[src/rtl/seq_det_pkg.sv]
// seq_det_pkg: shared constants, per-channel context type and helpers for the rr pattern detector
package seq_det_pkg;
  localparam int PAT_W_DEF = 2;
  localparam logic [PAT_W_DEF-1:0] PATTERN_DEF = 2'b01;
  localparam int MAX_W = 8;
  typedef struct packed {
    logic [MAX_W-2:0] hist;
    logic [2:0] fill;
  } ctx_t;
  function automatic int ch_w(input int n);
    return n > 1 ? $clog2(n) : 1;
  endfunction
  function automatic logic [31:0] sat_inc(input logic [31:0] v, input int w);
    logic [31:0] mx;
    mx = (32'd1 << w) - 32'd1;
    return v >= mx ? mx : v + 32'd1;
  endfunction
endpackage

[src/rtl/seq_det_engine.sv]
// seq_det_engine: one Mealy step of the pattern detector on a saved channel context
module seq_det_engine import seq_det_pkg::*; #(
  parameter int PAT_W = PAT_W_DEF,
  parameter logic [PAT_W-1:0] PATTERN = PATTERN_DEF
) (
  input  ctx_t ctx_in,
  input  logic din,
  output ctx_t ctx_out,
  output logic hit
);
  localparam int H = PAT_W - 1;
  logic [PAT_W-1:0] win;
  logic unused_hi;
  assign unused_hi = ^{ctx_in.hist, 1'b0};
  assign win = {ctx_in.hist[H-1:0], din};
  assign hit = ctx_in.fill == 3'(H) && win == PATTERN;
  always_comb begin
    ctx_out = '0;
    ctx_out.hist[H-1:0] = win[H-1:0];
    ctx_out.fill = ctx_in.fill == 3'(H) ? ctx_in.fill : ctx_in.fill + 3'd1;
  end
endmodule

[src/rtl/seq_det_rr_sched.sv]
// seq_det_rr_sched: round-robin sharing of one serial pattern detector across NCH channels
module seq_det_rr_sched import seq_det_pkg::*; #(
  parameter int NCH = 4,
  parameter int PAT_W = PAT_W_DEF,
  parameter logic [PAT_W-1:0] PATTERN = PATTERN_DEF,
  parameter int CNT_W = 8
) (
  input  logic clk,
  input  logic rst,
  input  logic en,
  input  logic [NCH-1:0] req,
  input  logic [NCH-1:0] bit_in,
  output logic [NCH-1:0] gnt,
  input  logic [NCH-1:0] clr_ch,
  output logic hit_vld,
  output logic [ch_w(NCH)-1:0] hit_ch,
  input  logic [ch_w(NCH)-1:0] rd_ch,
  output logic [CNT_W-1:0] rd_cnt
);
  localparam int CW = ch_w(NCH);
  logic [CW-1:0] ptr, gidx;
  logic xfer, hit, win;
  ctx_t ctx [NCH];
  ctx_t nxt;
  logic [CNT_W-1:0] cnt [NCH];
  // scan downward so the last match found is the first requester at or after ptr
  always_comb begin
    gidx = '0;
    for (int k = NCH - 1; k >= 0; k--)
      if (req[(int'(ptr) + k) % NCH]) gidx = CW'((int'(ptr) + k) % NCH);
  end
  assign xfer = en && !rst && |req;
  assign gnt = xfer ? NCH'(1) << gidx : '0;
  assign win = xfer && hit && !clr_ch[gidx];
  assign rd_cnt = int'(rd_ch) < NCH ? cnt[rd_ch] : '0;
  seq_det_engine #(.PAT_W(PAT_W), .PATTERN(PATTERN)) u_engine (
    .ctx_in(ctx[gidx]),
    .din(bit_in[gidx]),
    .ctx_out(nxt),
    .hit(hit)
  );
  always_ff @(posedge clk or posedge rst)
    if (rst) begin
      ptr <= '0;
      hit_vld <= 1'b0;
      hit_ch <= '0;
      for (int i = 0; i < NCH; i++) begin
        ctx[i] <= '0;
        cnt[i] <= '0;
      end
    end else begin
      hit_vld <= win;
      if (win) hit_ch <= gidx;
      if (xfer) ptr <= gidx == CW'(NCH - 1) ? '0 : gidx + 1'b1;
      for (int i = 0; i < NCH; i++)
        if (clr_ch[i]) begin
          ctx[i] <= '0;
          cnt[i] <= '0;
        end else if (xfer && gidx == CW'(i)) begin
          ctx[i] <= nxt;
          if (hit) cnt[i] <= CNT_W'(sat_inc(32'(cnt[i]), CNT_W));
        end
    end
endmodule

[config.mk]
export PLATFORM = sky130hd
export DESIGN_NAME = seq_det_rr_sched
export DESIGN_NICKNAME = d
export VERILOG_FILES = /design/src/rtl/seq_det_pkg.sv /design/src/rtl/seq_det_engine.sv /design/src/rtl/seq_det_rr_sched.sv
export SDC_FILE = /design/constraint.sdc
export NUM_CORES = 1
export LEC_CHECK = 0
export CAP_MARGIN = 10
export CORE_MARGIN = 3
export CORE_UTILIZATION = 50
export DETAILED_ROUTE_END_ITERATION = 10
export DONT_BUFFER_PORTS = 1
export GPL_TIMING_DRIVEN = 1
export SKIP_CTS_REPAIR_TIMING = 1
export SLEW_MARGIN = 20
export SYNTH_ARGS = -nofsm -noshare
export SYNTH_HDL_FRONTEND = slang
export SYNTH_HIERARCHICAL = 1
export SYNTH_SLANG_ARGS = --single-unit
[constraint.sdc]
create_clock -name clk -period 10.9 [get_ports clk]
set_clock_uncertainty 0.2 [all_clocks]
set_input_delay 0.545 -clock clk [delete_from_list [all_inputs] [get_ports clk]]
set_output_delay 0.545 -clock clk [all_outputs]
set_load 0.05 [all_outputs]
==> impl_metrics.ini <==
[global_routing]
grt_max_degree = 55
antenna_found_initial = 0
grt_pass1_wl_mm = 15.14
met1_usage_pct = 34.04
grt_util_met2_pct = 34.88
gr-total-overflow = 0
track_usage_pct = 22.74
top_usage_layer = met2
grt_pass1_vias = 2846
met3_usage_pct = 3.397

[timing]
slew_viol_final = 0
slew_headroom_pct = 27.68
hold_viol_final = 0
tightest_slew_ns = 1.080
fin_tns_setup_ns = 0
setup_ws_ns = 6.481
rsz0062_at_grt = false
period_needed_ns = 4.419
min_period_over_period_pct = 40.54
setup_viol = 0
max_freq_ghz = 0.2263

[place]
gp_congestion = 0.8391
pre_cts_ws_ns = 6.431
placed_cell_area_um2 = 3575
port_buffers = 0
hpwl_mm = 6.377

[run]
maxCapViolations = 0

[critical_path]
critical-path-top-delay-family = simple AND/OR/NAND/NOR gates
crit_path_start = ptr[0]
cp-end-kind = register
required_ns = 10.91
cp_data_arrival_time_ns = 4.43
cpPeakStageDelay_ns = 0.63
worst-setup-path-type = reg2reg
path_max_fanout = 42
cpMaxStageDelayCell = nand2_2
crit_chain = and2b_4 > or4_4 > nand2_2 > mux2i_1 > ha_1 > nand2b_4 > nor3b_2 > nand3b_1 > or2_1 > nor3_2 > a21oi_1 > a311oi_1
worstReg2RegStart = ptr[0]
setup.worst_path.start_class = register
cp_num_buf_inv = 0

[detailed_routing]
totalWireLength_mm = 9.375
via_count = 3096
drt_pre_antenna_iters = 5
drtIter0Drc = 270
viasPerCell = 6.804
drc = 0
ant_nets = 0
wire_per_inst_um = 20.60

[final_layout]
layout.nets = 382
drive_gt1_share_pct = 11.42
syn2layout_area_growth_pct = 0.5129
design_area_um2 = 3679
diodes = 0

[floorplanning]
dieWidth_um = 91.56
die_h_um = 91.56
rows = 30
coreArea_um2 = 6944
ioPinCount = 32
dieArea_um2 = 8382
start_util_pct = 52.70

[clock_network]
numCtsBuffers = 5
cts_tree = built
clk_pin_slew_ns = 0.10
clock-sinks = 53
root_buffer = clkbuf_8
htreeDepth = 2
cts_buffer_depth = 2
clk_latency_ns = 0.31

[logic_synthesis]
netlist_area_um2 = 3660
avgSynthCellArea_um2 = 9.265
yosysWarnings = 6
synthCells = 395
syn-num-nets = 418

[power]
power_w = 0.0004575
p_per_area_nw_per_um2 = 124.4
leakagePower_nw = 1.455
vdd_drop_max_mv = 0.05913

[outcome]
status = complete, no violations

[min_path]
min_path_type = in2reg
hold_start = clr_ch[1]
-- cell usage in the layout (no fill, tap or decap), drive strengths merged, types with 13 or more instances in the layout --
cell	instances
dfrtp	53
nor2	28
nand4	22
nand2	21
mux2i	20
a21oi	18
nand3	15
o31ai	15
a31oi	13
nor3	13
-- through the flow --
step	util (%)	cells	hold slack, ns
6_report	52.97	455	0.08218
2_1_floorplan	-	395	0.2866
3_3_place_gp	51.48	448	0.3114
4_1_cts	52.97	455	0.07212
3_5_place_dp	51.48	448	0.3212
5_1_grt	52.97	455	0.06746
-- power breakdown --
group          leakage, nW  switching, W  total (W)  internal [W]
Clock               0.0540     0.0000670   0.000134     0.0000670
Sequential           0.734    0.00000537   0.000206      0.000201
Combinational        0.668     0.0000848   0.000118     0.0000328
Total                 1.46      0.000157   0.000458      0.000300
-- sequential cells by signal, indices dropped and copies added (netlist names) --
signal / flops
ctx: 16
hit_ch: 2
cnt: 32
hit_vld: 1
ptr: 2
-- path summary, 6_finish.rpt --
path                       endpoint  slack (ns)  cells after the start
setup / recovery            cnt[11]        6.48                     12
hold / removal              ctx[21]        0.08                      1
setup reg to reg            cnt[11]        6.48                     12
hold reg to reg             ctx[32]        0.33                      2
max in group asynchronous   cnt[23]        9.93                      2
min in group asynchronous   ctx[23]        0.11                      2
-- final cells by class --
type | instances | area [um^2]
Sequential cell | 53 | 1326
Timing Repair Buffer | 5 | 37.54
Multi-Input combinational cell | 283 | 2049
Tap cell | 96 | 120.1
Clock buffer | 5 | 68.82
Clock inverter | 2 | 35.03
Inverter | 11 | 41.29
Fill cell | 635 | 3266
-- metal layers --
metal  share of wire, %  vias to the layer above  routed length (um)
li1                   -                     1441                   -
met5                  0                        -                   0
met3                6.0                        4                 558
met4               0.65                        0                  61
met1                 48                     1533                4497
met2                 45                      118                4258
Note: power is estimated with default switching activity, not from simulation.
